<file path="config.mk">
export PLATFORM = sky130hd
export DESIGN_NAME = ro_bus_rx
export DESIGN_NICKNAME = d
export VERILOG_FILES = /design/src/rtl/ro_bus_rx.sv
export SDC_FILE = /design/constraint.sdc
export NUM_CORES = 1
export LEC_CHECK = 0
export ABC_AREA = 1
export CAP_MARGIN = 20
export CORE_ASPECT_RATIO = 1.5
export CORE_UTILIZATION = 45
export DETAILED_ROUTE_END_ITERATION = 6
export SLEW_MARGIN = 10
export SYNTH_ARGS = -nofsm -noshare
export SYNTH_HDL_FRONTEND = slang
export SYNTH_SLANG_ARGS = --single-unit
</file>
<file path="constraint.sdc">
create_clock -name clk_master -period 5.7 [get_ports clk_master]
set_input_delay 1.14 -clock clk_master [delete_from_list [all_inputs] [get_ports clk_master]]
set_output_delay 1.14 -clock clk_master [all_outputs]
set_load 0.03 [all_outputs]
</file>
<file path="src/rtl/ro_bus_rx.sv">
// ----------------------------------------------------------------------------
// ro_bus_rx
//
// Receive side of a slot-scheduled, shared tri-stated readout bus. A binary
// schedule counter advances while `en` is high. Its gray-coded value is
// registered and broadcast to the transmit-side readout blocks; each advance
// selects the channel slot given by the trailing-zero count of the new counter
// value. One cycle after an advance (bus turnaround), the two bus lines are
// sampled. The result {channel, eve, pol_eve} is queued in a small FIFO with a
// ready/valid output.
//
// Parameters
//   NCH    number of channel slots (= schedule counter / gray width)
//   DEPTH  record FIFO depth, power of two, >= 2
//
// Ports
//   clk_master   in   single clock, rising edge
//   reset        in   asynchronous, active-high reset
//   en           in   schedule advance enable
//   bus_eve      in   shared readout line "eve"
//   bus_pol_eve  in   shared readout line "pol_eve"
//   out_ready    in   consumer ready
//   out_valid    out  record available at FIFO head
//   out_chan     out  channel index of head record (0 when empty)
//   out_eve      out  sampled eve bit of head record (0 when empty)
//   out_pol_eve  out  sampled pol_eve bit of head record (0 when empty)
//   gray         out  registered gray code of the schedule counter
//   overflow     out  sticky: a record was dropped because the FIFO was full
//   level        out  FIFO occupancy
//
// Configuration macro
//   RO_RX_ZERO_SUPPRESS_EN  when defined, slots sampled as eve=0/pol_eve=0
//                           are not queued and cannot raise overflow.
// ----------------------------------------------------------------------------
module ro_bus_rx #(
    parameter int NCH   = 19,
    parameter int DEPTH = 8
) (
    input  logic                   clk_master,
    input  logic                   reset,
    input  logic                   en,
    input  logic                   bus_eve,
    input  logic                   bus_pol_eve,
    input  logic                   out_ready,
    output logic                   out_valid,
    output logic [4:0]             out_chan,
    output logic                   out_eve,
    output logic                   out_pol_eve,
    output logic [NCH-1:0]         gray,
    output logic                   overflow,
    output logic [$clog2(DEPTH):0] level
);

    localparam int AW = $clog2(DEPTH);
    localparam int LW = AW + 1;
    localparam logic [LW-1:0] FULL_LVL = LW'(DEPTH);

    typedef struct packed {
        logic [4:0] chan;
        logic       eve;
        logic       pol;
    } rec_t;

    // Slot selected by a counter value: index of its lowest set bit. The
    // all-zero value (wrap) belongs to the top slot, so every slot k recurs
    // every 2^(k+1) advances.
    function automatic logic [4:0] slot_of(input logic [NCH-1:0] c);
        logic [4:0] r;
        r = 5'(NCH - 1);
        for (int i = NCH - 1; i >= 0; i--) begin
            if (c[i]) r = 5'(i);
        end
        return r;
    endfunction

    function automatic logic [NCH-1:0] to_gray(input logic [NCH-1:0] b);
        return b ^ (b >> 1);
    endfunction

    // ---------------- schedule stage: counter, gray, pending slot ----------
    logic [NCH-1:0] cnt_q,       cnt_d;
    logic [NCH-1:0] gray_q,      gray_d;
    logic           pend_q,      pend_d;
    logic [4:0]     pend_chan_q, pend_chan_d;

    always_comb begin
        cnt_d       = cnt_q;
        gray_d      = gray_q;
        pend_chan_d = pend_chan_q;
        // A pending slot is consumed by the sampler on every edge; it only
        // survives if a fresh advance re-arms it on that same edge.
        pend_d      = 1'b0;
        if (en) begin
            cnt_d       = cnt_q + NCH'(1);
            gray_d      = to_gray(cnt_d);
            pend_d      = 1'b1;
            pend_chan_d = slot_of(cnt_d);
        end
    end

    always_ff @(posedge clk_master or posedge reset) begin
        if (reset) begin
            cnt_q       <= '0;
            gray_q      <= '0;
            pend_q      <= 1'b0;
            pend_chan_q <= '0;
        end else begin
            cnt_q       <= cnt_d;
            gray_q      <= gray_d;
            pend_q      <= pend_d;
            pend_chan_q <= pend_chan_d;
        end
    end

    assign gray = gray_q;

    // ---------------- sample stage: bus capture one cycle after advance ----
    rec_t sample_rec;
    logic push_req;

    always_comb begin
        sample_rec.chan = pend_chan_q;
        sample_rec.eve  = bus_eve;
        sample_rec.pol  = bus_pol_eve;
`ifdef RO_RX_ZERO_SUPPRESS_EN
        push_req = pend_q && (bus_eve || bus_pol_eve);
`else
        push_req = pend_q;
`endif
    end

    // ---------------- record FIFO ------------------------------------------
    rec_t          mem_q [DEPTH];
    logic [AW-1:0] wr_ptr_q,   wr_ptr_d;
    logic [AW-1:0] rd_ptr_q,   rd_ptr_d;
    logic [LW-1:0] level_q,    level_d;
    logic          overflow_q, overflow_d;
    logic          pop;
    logic          full;
    logic          push;

    always_comb begin
        pop        = (level_q != '0) && out_ready;
        full       = (level_q == FULL_LVL);
        // A pop on the same edge frees the slot, so a full FIFO still
        // accepts the record in that case.
        push       = push_req && (!full || pop);
        wr_ptr_d   = wr_ptr_q;
        rd_ptr_d   = rd_ptr_q;
        level_d    = level_q;
        overflow_d = overflow_q;
        if (push) wr_ptr_d = wr_ptr_q + AW'(1);
        if (pop)  rd_ptr_d = rd_ptr_q + AW'(1);
        if (push && !pop) begin
            level_d = level_q + LW'(1);
        end else if (pop && !push) begin
            level_d = level_q - LW'(1);
        end
        if (push_req && !push) overflow_d = 1'b1;
    end

    always_ff @(posedge clk_master or posedge reset) begin
        if (reset) begin
            wr_ptr_q   <= '0;
            rd_ptr_q   <= '0;
            level_q    <= '0;
            overflow_q <= 1'b0;
        end else begin
            wr_ptr_q   <= wr_ptr_d;
            rd_ptr_q   <= rd_ptr_d;
            level_q    <= level_d;
            overflow_q <= overflow_d;
        end
    end

    // Storage carries data only; emptiness is tracked by level, so no reset.
    always_ff @(posedge clk_master) begin
        if (push) mem_q[wr_ptr_q] <= sample_rec;
    end

    rec_t head;
    assign head        = mem_q[rd_ptr_q];
    assign out_valid   = (level_q != '0);
    assign out_chan    = out_valid ? head.chan : 5'd0;
    assign out_eve     = out_valid ? head.eve  : 1'b0;
    assign out_pol_eve = out_valid ? head.pol  : 1'b0;
    assign overflow    = overflow_q;
    assign level       = level_q;

endmodule

</file>
**After elaboration in Yosys (flattened, before gate mapping)**

Memories as Yosys holds them, arrays and structs flattened.
Cells that the tools add are included.

- Register bits after elaboration: 55
- Bits in latches: 0
- Memory bits (writable): 56
- Memory bits (read-only): 0
- Input bits: 6
- Output and inout bits: 32
- Word-level logic and storage cells: 53
- Memories: 1

Memories:

| name | words | bits a word | read ports | clocked after Yosys merged registers in | write ports | line | text |
|---|---|---|---|---|---|---|---|
| mem_q | 8 | 7 | 1 | 0 | 1 | 133 | `rec_t mem_q [DEPTH];` |

- Add/subtract/negate cells: 5
- Multipliers: 0
- Div/mod/pow operators: 0
- $lt $le $gt $ge: 0
- Eq/ne operators: 1
- Shift operators: 0
- Mux-type cells: 26
- Bitwise gates (word level): 1
- Reduce and logical (&&, ||, !) cells: 11

Operators with widths:

| cell | count |
|---|---|
| two-way mux 5 bit | 18 |
| adder 19 x 1 -> 19 bit (second input constant) | 1 |
| XOR 19 x 18 -> 19 bit | 1 |
| two-way mux 4 bit | 2 |
| adder 3 x 1 -> 3 bit (second input constant) | 2 |
| logical AND 1 bit | 5 |
| two-way mux 1 bit | 5 |
| adder 4 x 1 -> 4 bit (second input constant) | 1 |
| == test 4 bit (second input constant) | 1 |
| nonzero test 4 bit | 1 |
| subtractor 4 x 1 -> 4 bit (second input constant) | 1 |
| logical NOT 1 bit | 3 |
| two-way mux 2 bit | 1 |
| nonzero test 2 bit | 1 |
| logical OR 1 bit | 1 |

**Longest topological paths before layout**

Gate-level depths: netlist of the first run.

- Depth after elaboration: 19
- Depth in mapped cells: 26
- Depth with buffers taken out: 26

**Worst setup path before layout of the first run**

Ideal clock, no wire load.

- Path type: register to output
- Start point: reg level_q[0] (netlist: level[0])
- End point: out out_chan[0]
- Data arrival time: 1.720 ns
- Required time: 4.560 ns
- Path slack: 2.840 ns
- Stages on the path, launching flop included: 5
- Path buffers: 0
- Cell sequence: dfrtp_1 nor2_1 nand2_1 o21ai_0 a31oi_1

- Word-level cells in the longest chain between the ends: 2

Ends and longest elaborated chain:

| item | line | text |
|---|---|---|
| start, declared | 136 | `logic [LW-1:0] level_q, level_d;` |
| start signal, assigned | 171 | `level_q <= level_d;` |
| nonzero test 4 bit | 183 | `assign out_valid = (level_q != '0);` |
| named net out_valid | 45 | `output logic out_valid,` |
| two-way mux 5 bit | 184 | `assign out_chan = out_valid ? head.chan : 5'd0;` |
| end, declared | 46 | `output logic [4:0] out_chan,` |

The timed path passes the listed nets, and every way through them passes these cells.

**Worst setup path in the final report of the first run**

- Start point: reg rd_ptr_q[1]
- End point: out out_pol_eve

- Word-level cells in the longest chain between the ends: 2

Ends and longest elaborated chain:

| item | line | text |
|---|---|---|
| start, declared | 135 | `logic [AW-1:0] rd_ptr_q, rd_ptr_d;` |
| start signal, assigned | 170 | `rd_ptr_q <= rd_ptr_d;` |
| memory (8 x 7 bit) | -- |  |
| two-way mux 1 bit | 186 | `assign out_pol_eve = out_valid ? head.pol : 1'b0;` |
| end, declared | 48 | `output logic out_pol_eve,` |

No other way between the ends.

==> flow_summary.html, run 1 <==
<table>
<tr><th>Metric</th><th>Value</th></tr>
<tr><th colspan="2">Status</th></tr>
<tr><td>Run status</td><td>finished clean</td></tr>
<tr><th colspan="2">Finish</th></tr>
<tr><td>Number of antenna cells inserted</td><td>0</td></tr>
<tr><td>Number of nets in the finished design</td><td>576</td></tr>
<tr><td>Cell area after layout</td><td>0.00592 mm²</td></tr>
<tr><td>Number of standard cells in the final layout excluding fillers</td><td>713</td></tr>
<tr><td>P&amp;R area growth vs syn</td><td>16.5%</td></tr>
<tr><td>Share of layout cells above drive strength 1</td><td>0.0830</td></tr>
<tr><td>Count of filler cells inserted in the layout</td><td>1027</td></tr>
<tr><td>Core occupancy in the finished layout</td><td>0.538</td></tr>
<tr><th colspan="2">Hold path</th></tr>
<tr><td>Worst min-delay path category</td><td>reg -&gt; reg</td></tr>
<tr><th colspan="2">Synthesis</th></tr>
<tr><td>Area share of the leading cell type in the synthesized netlist</td><td>0.331</td></tr>
<tr><td>Top-count cell post-synth</td><td>sky130_fd_sc_hd__nand2_1</td></tr>
<tr><td>Cell area after technology mapping</td><td>0.00508 mm²</td></tr>
<tr><td>Post-synth top area cell</td><td>sky130_fd_sc_hd__edfxtp_1</td></tr>
<tr><td>Proportion of synthesized chip area in sequential cells</td><td>0.597</td></tr>
<tr><td>Cell types with the largest area share after synthesis</td><td>sky130_fd_sc_hd__edfxtp_1 (33%), sky130_fd_sc_hd__dfrtp_1 (27%), sky130_fd_sc_hd__nand2_1 (8.0%)</td></tr>
<tr><td>Nets in the synthesized netlist</td><td>541</td></tr>
<tr><td>Most instantiated flip-flop cell in the synthesis netlist</td><td>sky130_fd_sc_hd__edfxtp_1</td></tr>
<tr><td>Share of synthesized flip-flops with an asynchronous set or reset</td><td>0.491</td></tr>
<tr><td>Avg Synthesized Cell Area</td><td>9.66 µm²</td></tr>
<tr><td>Instance count of the mapped netlist</td><td>526</td></tr>
<tr><td>Count of flip-flops with a built-in enable after synthesis</td><td>56</td></tr>
<tr><td>Most used standard cells in the synthesized netlist</td><td>sky130_fd_sc_hd__nand2_1 (108), sky130_fd_sc_hd__nor2_1 (86), sky130_fd_sc_hd__o21ai_0 (60)</td></tr>
<tr><td>YS warnings</td><td>0</td></tr>
<tr><td>Seq cells post-synth</td><td>110</td></tr>
<tr><td>Number of library cell types mapped by synthesis</td><td>37</td></tr>
<tr><th colspan="2">Route</th></tr>
<tr><td>Final wirelength</td><td>10800 µm</td></tr>
<tr><td>Residual DRC</td><td>0</td></tr>
<tr><td>DRT iter0 DRCs</td><td>146</td></tr>
<tr><td>Number of nets still failing antenna checks after routing</td><td>0</td></tr>
<tr><td>First-pass detailed-route iteration total</td><td>4</td></tr>
<tr><td>WL per Instance</td><td>15.1 µm</td></tr>
<tr><td>Total number of vias</td><td>3646</td></tr>
<tr><td>Routed via count divided by cell count</td><td>5.11</td></tr>
<tr><th colspan="2">Global route</th></tr>
<tr><td>First-pass GRT wire length</td><td>17900 µm</td></tr>
<tr><td>GRT Resource Usage Total</td><td>0.202</td></tr>
<tr><td>Vias in the first global route</td><td>3631</td></tr>
<tr><td>Maximum number of pins on one net before global-route repair</td><td>55</td></tr>
<tr><td>Overflow left after global routing</td><td>0</td></tr>
<tr><td>Initial antenna violation count</td><td>0</td></tr>
<tr><th colspan="2">STA</th></tr>
<tr><td>Number of hold-slack violations in the final timing report</td><td>0</td></tr>
<tr><td>RSZ-0062 raised after global routing</td><td>no</td></tr>
<tr><td>Setup_tns</td><td>0 ns</td></tr>
<tr><td>Transition time at the pin with the least slew margin</td><td>0.898 ns</td></tr>
<tr><td>Tightest slew margin relative to the limit</td><td>0.399</td></tr>
<tr><td>Largest clock skew in the final design</td><td>0.0116 ns</td></tr>
<tr><td>Post-route fraction of the period consumed by the critical path</td><td>0.677</td></tr>
<tr><td>Post-layout minimum cycle time</td><td>3.86 ns</td></tr>
<tr><td>Max-slew violations</td><td>0</td></tr>
<tr><td>Final setup viols</td><td>0</td></tr>
<tr><td>Maximum achievable frequency</td><td>259 MHz</td></tr>
<tr><th colspan="2">Floorplanning</th></tr>
<tr><td>Total die area</td><td>0.0117 mm²</td></tr>
<tr><td>Initial core utilization</td><td>0.462</td></tr>
<tr><td>Top-level port count</td><td>38</td></tr>
<tr><td>Core Box Area</td><td>0.0110 mm²</td></tr>
<tr><td>Die Ht</td><td>132 µm</td></tr>
<tr><td>Core Rows</td><td>47</td></tr>
<tr><td>Die width</td><td>88.7 µm</td></tr>
<tr><th colspan="2">Setup path</th></tr>
<tr><td>Critical path's top delay family</td><td>buffers and inverters</td></tr>
<tr><td>Maximum fanout along the worst path</td><td>16</td></tr>
<tr><td>Worst setup path category</td><td>reg -&gt; out</td></tr>
<tr><td>Dominant cell type by count on the critical path</td><td>sky130_fd_sc_hd__o21ai_0</td></tr>
<tr><td>Library cell contributing the largest single delay on the critical path</td><td>sky130_fd_sc_hd__clkdlybuf4s50_1</td></tr>
<tr><td>Data required time of the worst path</td><td>4.56 ns</td></tr>
<tr><td>WP buf/inv</td><td>2</td></tr>
<tr><td>Worst stage delay on the critical path</td><td>0.71 ns</td></tr>
<tr><td>Crit path arrival time</td><td>2.72 ns</td></tr>
<tr><td>Critical path cell sequence</td><td>inv_1, o21ai_0, o22ai_1, o21ai_0, a31oi_1, clkdlybuf4s50_1</td></tr>
<tr><td>Worst setup EP type</td><td>output port</td></tr>
<tr><td>Crit start category</td><td>register</td></tr>
<tr><th colspan="2">CTS</th></tr>
<tr><td>Max H-tree Level</td><td>3</td></tr>
<tr><td>Buffers from clock root to sink, at most</td><td>2</td></tr>
<tr><td>Number of CTS-inserted buffers</td><td>9</td></tr>
<tr><td>CTS tree</td><td>yes</td></tr>
<tr><td>Hold-fix buffers, CTS</td><td>0</td></tr>
<tr><td>Later-pin clock latency in the skew report</td><td>0.35 ns</td></tr>
<tr><td>Cell chosen for the clock root</td><td>sky130_fd_sc_hd__clkbuf_16</td></tr>
<tr><td>Sinks on the clock net</td><td>110</td></tr>
<tr><td>Post-CTS Resized</td><td>0</td></tr>
<tr><td>Setup fix buffers added after clock tree synthesis</td><td>0</td></tr>
<tr><td>Clock edge transition at the registers on the reported setup and hold paths</td><td>0.07 ns</td></tr>
<tr><th colspan="2">Power and ir drop</th></tr>
<tr><td>Leak pwr</td><td>2.44 nW</td></tr>
<tr><td>Max IR drop VDD</td><td>186 µV</td></tr>
<tr><td>Power density normalized to cell area</td><td>521 mW/mm²</td></tr>
<tr><th colspan="2">Placement</th></tr>
<tr><td>Routability congestion estimate</td><td>0.820</td></tr>
<tr><td>Placed Cells incl. Taps</td><td>697</td></tr>
<tr><td>Placement Cell Area</td><td>0.00559 mm²</td></tr>
<tr><td>Port-buffer cells</td><td>37</td></tr>
<tr><td>Post-detailed-placement half-perimeter wirelength</td><td>7550 µm</td></tr>
<tr><th colspan="2">Flow run</th></tr>
<tr><td>Max-cap check violation count</td><td>0</td></tr>
</table>
==> placed cells by master (no fill, tap or decap), types with 8 or more instances in the layout <==
cell type                           n
sky130_fd_sc_hd__nand2_1          108
sky130_fd_sc_hd__xor2_1            13
sky130_fd_sc_hd__nand2_2            8
sky130_fd_sc_hd__nor2_1            86
sky130_fd_sc_hd__inv_1             41
sky130_fd_sc_hd__clkdlybuf4s50_1   37
sky130_fd_sc_hd__clkbuf_16          9
sky130_fd_sc_hd__a31oi_1           15
sky130_fd_sc_hd__ha_1               8
sky130_fd_sc_hd__dfrtp_1           54
sky130_fd_sc_hd__nand3_1           11
sky130_fd_sc_hd__o21ai_0           60
sky130_fd_sc_hd__edfxtp_1          56
==> through the flow <==
| step | hold WS [ns] | power [mW] | setup slack [ns] |
|---|---|---|---|
| floorplan | 0.466 | 1.98 | 2.84 |
| global placement | 0.469 | 2.39 | 2.27 |
| detailed placement | 0.472 | 2.42 | 2.20 |
| CTS | 0.491 | 3.11 | 1.83 |
| global route | 0.529 | 3.28 | 1.62 |
| finish | 0.485 | 3.08 | 1.84 |
==> routing by layer <==
layer | GRT usage | vias to the layer above | wire, µm
met5 | 0 | - | 0
met4 | 0.0789 | 0 | 232
met3 | 0.0319 | 21 | 312
met2 | 0.359 | 63 | 5830
met1 | 0.238 | 1750 | 4380
li1 | - | 1812 | -
==> worst paths after layout <==
check	end	depth (start not counted)	startpoint	slack, ns
worst max-delay path	out_pol_eve	6	rd_ptr_q[1]	1.84
worst min-delay path	gray[12]	2	gray[12]	0.49
worst max register to register	pend_chan_q[0]	25	cnt_q[0]	2.85
worst min register to register	gray[12]	2	gray[12]	0.49
max in group asynchronous	gray[13]	3	reset	3.93
min in group asynchronous	gray[1]	3	reset	1.28
==> tightest hold or removal path: stages (launching register included) <==
cell                      delay [ns]
sky130_fd_sc_hd__dfrtp_1        0.35
sky130_fd_sc_hd__nand2_1        0.05
sky130_fd_sc_hd__o31ai_1        0.05
==> sequential cells by signal, summed over array words and instances, names as in the netlist <==
name         count
pend_chan_q      5
mem_q           56
cnt_q           19
level            4
rd_ptr_q         3
pend_q           1
wr_ptr_q         3
overflow         1
gray            18
==> area by class of cell <==
cell class,instances,area [µm²],share of cell area
Tap cell,147,184,0.0311
Multi-Input combinational cell,354,1800,0.305
Timing Repair Buffer,41,400,0.0677
Sequential cell,110,3030,0.513
Inverter,45,169,0.0286
Clock inverter,7,103,0.0173
Clock buffer,9,225,0.0381
==> cells by family (layout without fill, tap and decap cells) <==
family / count (synthesis) / count (layout) / share of synthesized area
AND/OR/NAND/NOR: 229 / 229 / 0.190
flip-flops: 110 / 110 / 0.597
AO/OA/AOI/OAI: 99 / 99 / 0.108
buffers and inverters: 62 / 102 / 0.0480
XOR/XNOR: 17 / 17 / 0.0323
adder cells (fa/ha/maj): 9 / 9 / 0.0237
==> power breakdown <==
| group | internal [mW] | switching (mW) |
|---|---|---|
| clock | 0.392 | 0.293 |
| sequential | 1.04 | 0.140 |
| combinational | 0.444 | 0.773 |
| total | 1.87 | 1.21 |
(Power assumes the default switching activity.)
==> run 2: changes to the inputs <==
clock period = 3.8 ns   (was 5.7 ns; I/O delays follow)
==> run 2 against run 1 <==
Clock skew decreased by 0.0071 ns; via count is 1.8% higher; critical path type unchanged; die area unchanged; worst setup slack got worse by 1.3 ns; first-iteration DRC count is 47% higher; count of clock-buffer cells in the layout unchanged; sequential cell count did not move.
==> flow_summary.html, run 2 (synthesis results as in run 1) <==
<table>
<tr><th>Metric</th><th>Value</th></tr>
<tr><th colspan="2">Status</th></tr>
<tr><td>Run status</td><td>finished clean</td></tr>
<tr><th colspan="2">Floorplanning</th></tr>
<tr><td>Top-level port count</td><td>38 (unchanged)</td></tr>
<tr><td>Die Ht</td><td>132 µm (unchanged)</td></tr>
<tr><td>Core Box Area</td><td>0.0110 mm² (unchanged)</td></tr>
<tr><td>Total die area</td><td>0.0117 mm² (unchanged)</td></tr>
<tr><td>Die width</td><td>88.7 µm (unchanged)</td></tr>
<tr><td>Initial core utilization</td><td>0.462 (unchanged)</td></tr>
<tr><td>Core Rows</td><td>47 (unchanged)</td></tr>
<tr><th colspan="2">Hold path</th></tr>
<tr><td>Worst min-delay path category</td><td>reg -&gt; reg</td></tr>
<tr><td>Worst-case hold path end point</td><td>gray[12]</td></tr>
<tr><td>Source of the worst hold timing path</td><td>gray[12]</td></tr>
<tr><td>Hold-critical path depth</td><td>2 (unchanged)</td></tr>
<tr><th colspan="2">CTS</th></tr>
<tr><td>Clock edge transition at the registers on the reported setup and hold paths</td><td>0.07 ns (about the same)</td></tr>
<tr><td>Setup fix buffers added after clock tree synthesis</td><td>0 (unchanged)</td></tr>
<tr><td>Sinks on the clock net</td><td>110 (unchanged)</td></tr>
<tr><td>Post-CTS Resized</td><td>0 (unchanged)</td></tr>
<tr><td>Later-pin clock latency in the skew report</td><td>0.35 ns (about the same)</td></tr>
<tr><td>Hold-fix buffers, CTS</td><td>0 (unchanged)</td></tr>
<tr><td>Number of CTS-inserted buffers</td><td>9 (unchanged)</td></tr>
<tr><td>Buffers from clock root to sink, at most</td><td>2 (unchanged)</td></tr>
<tr><td>CTS tree</td><td>yes</td></tr>
<tr><td>Max H-tree Level</td><td>3 (unchanged)</td></tr>
<tr><td>Cell chosen for the clock root</td><td>sky130_fd_sc_hd__clkbuf_16</td></tr>
<tr><th colspan="2">Global route</th></tr>
<tr><td>Initial antenna violation count</td><td>0 (unchanged)</td></tr>
<tr><td>Vias in the first global route</td><td>3668 (+1.0%)</td></tr>
<tr><td>Maximum number of pins on one net before global-route repair</td><td>32 (-42%)</td></tr>
<tr><td>First-pass GRT wire length</td><td>17900 µm (+0.39%)</td></tr>
<tr><td>Overflow left after global routing</td><td>0 (unchanged)</td></tr>
<tr><td>GRT Resource Usage Total</td><td>0.203 (+0.00105)</td></tr>
<tr><th colspan="2">Setup path</th></tr>
<tr><td>WP buf/inv</td><td>3 (+1)</td></tr>
<tr><td>Library cell contributing the largest single delay on the critical path</td><td>sky130_fd_sc_hd__clkdlybuf4s50_1</td></tr>
<tr><td>Crit start category</td><td>register</td></tr>
<tr><td>Worst setup slack for register-to-register paths</td><td>0.95 ns (-1.90 ns)</td></tr>
<tr><td>Crit path arrival time</td><td>2.51 ns (-0.21 ns)</td></tr>
<tr><td>Critical path cell sequence</td><td>inv_1, buf_4, o21ai_0, o22ai_1, o21ai_0, a31oi_1, clkdlybuf4s50_1</td></tr>
<tr><td>Depth of the worst register-to-register path</td><td>25 (unchanged)</td></tr>
<tr><td>Worst setup EP type</td><td>output port</td></tr>
<tr><td>Data required time of the worst path</td><td>3.04 ns (-1.52 ns)</td></tr>
<tr><td>Worst stage delay on the critical path</td><td>0.70 ns (about the same)</td></tr>
<tr><td>Critical path's top delay family</td><td>buffers and inverters</td></tr>
<tr><td>Dominant cell type by count on the critical path</td><td>sky130_fd_sc_hd__o21ai_0</td></tr>
<tr><td>Maximum fanout along the worst path</td><td>18 (+2)</td></tr>
<tr><td>Startpoint of the worst register-to-register path</td><td>cnt_q[0]</td></tr>
<tr><td>Capturing point of the worst reg2reg path</td><td>pend_chan_q[0]</td></tr>
<tr><td>Worst setup path category</td><td>reg -&gt; out</td></tr>
<tr><th colspan="2">Placement</th></tr>
<tr><td>Pre-CTS worst setup slack</td><td>0.807 ns (-1.40 ns)</td></tr>
<tr><td>Placed Cells incl. Taps</td><td>703 (+0.86%)</td></tr>
<tr><td>Routability congestion estimate</td><td>0.822 (+0.26%)</td></tr>
<tr><td>Port-buffer cells</td><td>37 (unchanged)</td></tr>
<tr><td>Post-detailed-placement half-perimeter wirelength</td><td>7750 µm (+2.6%)</td></tr>
<tr><td>Placement Cell Area</td><td>0.00563 mm² (+0.81%)</td></tr>
<tr><th colspan="2">STA</th></tr>
<tr><td>Setup_tns</td><td>0 ns (unchanged)</td></tr>
<tr><td>Final setup viols</td><td>0 (unchanged)</td></tr>
<tr><td>Number of hold-slack violations in the final timing report</td><td>0 (unchanged)</td></tr>
<tr><td>Largest clock skew in the final design</td><td>0.00451 ns (-0.00710 ns)</td></tr>
<tr><td>Post-route fraction of the period consumed by the critical path</td><td>0.861</td></tr>
<tr><td>Transition time at the pin with the least slew margin</td><td>0.873 ns (-0.0242 ns)</td></tr>
<tr><td>RSZ-0062 raised after global routing</td><td>no</td></tr>
<tr><td>Max-slew violations</td><td>0 (unchanged)</td></tr>
<tr><td>Post-layout minimum cycle time</td><td>3.27 ns</td></tr>
<tr><td>Maximum achievable frequency</td><td>306 MHz</td></tr>
<tr><td>Worst hold slack</td><td>0.487 ns (+0.00161 ns)</td></tr>
<tr><td>Final critical-path setup slack</td><td>0.528 ns (-1.31 ns)</td></tr>
<tr><td>Tightest slew margin relative to the limit</td><td>0.416 (+0.0162)</td></tr>
<tr><th colspan="2">Route</th></tr>
<tr><td>Residual DRC</td><td>0 (unchanged)</td></tr>
<tr><td>Final wirelength</td><td>10900 µm (+1.3%)</td></tr>
<tr><td>First-pass detailed-route iteration total</td><td>4 (unchanged)</td></tr>
<tr><td>Routed via count divided by cell count</td><td>5.16 (+0.91%)</td></tr>
<tr><td>WL per Instance</td><td>15.2 µm (+0.49%)</td></tr>
<tr><td>Number of nets still failing antenna checks after routing</td><td>0 (unchanged)</td></tr>
<tr><td>Total number of vias</td><td>3710 (+1.8%)</td></tr>
<tr><td>DRT iter0 DRCs</td><td>214 (+47%)</td></tr>
<tr><th colspan="2">Finish</th></tr>
<tr><td>Number of standard cells in the final layout excluding fillers</td><td>719 (+0.84%)</td></tr>
<tr><td>P&amp;R area growth vs syn</td><td>16.8%</td></tr>
<tr><td>Register with the highest flop count</td><td>mem_q</td></tr>
<tr><td>Most common cell after layout, fill and taps aside</td><td>sky130_fd_sc_hd__nand2_1</td></tr>
<tr><td>Top library cells by usage in the layout, fill and taps aside</td><td>sky130_fd_sc_hd__nand2_1 (108), sky130_fd_sc_hd__nor2_1 (86), sky130_fd_sc_hd__o21ai_0 (60)</td></tr>
<tr><td>Number of nets in the finished design</td><td>582 (+1.0%)</td></tr>
<tr><td>Core occupancy in the finished layout</td><td>0.539 (+0.00137)</td></tr>
<tr><td>Number of antenna cells inserted</td><td>0 (unchanged)</td></tr>
<tr><td>Share of layout cells above drive strength 1</td><td>0.0892 (+0.00612)</td></tr>
<tr><td>Cell area after layout</td><td>0.00593 mm² (+0.25%)</td></tr>
<tr><td>Number of flip-flops in the largest register</td><td>56 (unchanged)</td></tr>
<tr><th colspan="2">Flow run</th></tr>
<tr><td>Max-cap check violation count</td><td>0 (unchanged)</td></tr>
<tr><th colspan="2">Power and ir drop</th></tr>
<tr><td>Max IR drop VDD</td><td>334 µV (+79%)</td></tr>
<tr><td>Leak pwr</td><td>2.45 nW (+0.73%)</td></tr>
<tr><td>Total power consumption of the routed design</td><td>4.55 mW (+48%)</td></tr>
<tr><td>Power density normalized to cell area</td><td>767 mW/mm² (+47%)</td></tr>
</table>
-- run 2: cell types whose count changed in the layout (fill, tap and decap cells not counted) --
cell,previous run,this run
sky130_fd_sc_hd__clkinvlp_4,1,0
sky130_fd_sc_hd__clkinv_4,0,2
sky130_fd_sc_hd__clkinv_1,0,2
sky130_fd_sc_hd__inv_6,4,2
sky130_fd_sc_hd__buf_4,4,10
sky130_fd_sc_hd__bufinv_16,2,1
-- run 2: tightest hold or removal path: cells and delay by family, from the launching register on --
family,cells,cell delay (ns)
AO/OA/AOI/OAI,1,0.05
flip-flops,1,0.35
AND/OR/NAND/NOR,1,0.05
-- run 2: routing by layer --
layer,vias to the layer above,GRT usage,part of all wire
li1,1819,-,-
met1,1814,0.225,0.40
met2,62,0.372,0.55
met3,15,0.0357,0.028
met4,0,0.0806,0.019
met5,-,0,0
-- run 2: worst max-delay path by stage --
stage	from	endpoint	slack [ns]	cells after the start
6_report	rd_ptr_q[0]	out_chan[4]	0.53	7
5_1_grt	rd_ptr_q[0]	out_chan[3]	0.39	7
4_1_cts	rd_ptr_q[0]	out_chan[2]	0.54	7
3_5_place_dp	out_ready	level[3]	0.81	14
3_3_place_gp	out_ready	level[3]	0.89	14
2_1_floorplan	level[0]	level[3]	1.28	12
-- run 2: where the power goes --
part | switching (mW) | leakage, nW | internal (mW)
combinational | 1.18 | 1.12 | 0.685
clock | 0.427 | 0.145 | 0.514
sequential | 0.187 | 1.19 | 1.56
total | 1.79 | 2.45 | 2.76
-- run 2: layout make-up --
cell class                      instances  area, µm²
Clock buffer                            9        225
Timing Repair Buffer                   47        445
Fill cell                             997       5070
Multi-Input combinational cell        354       1800
Tap cell                              147        184
Sequential cell                       110       3030
Clock inverter                          7       72.6
Inverter                               45        169
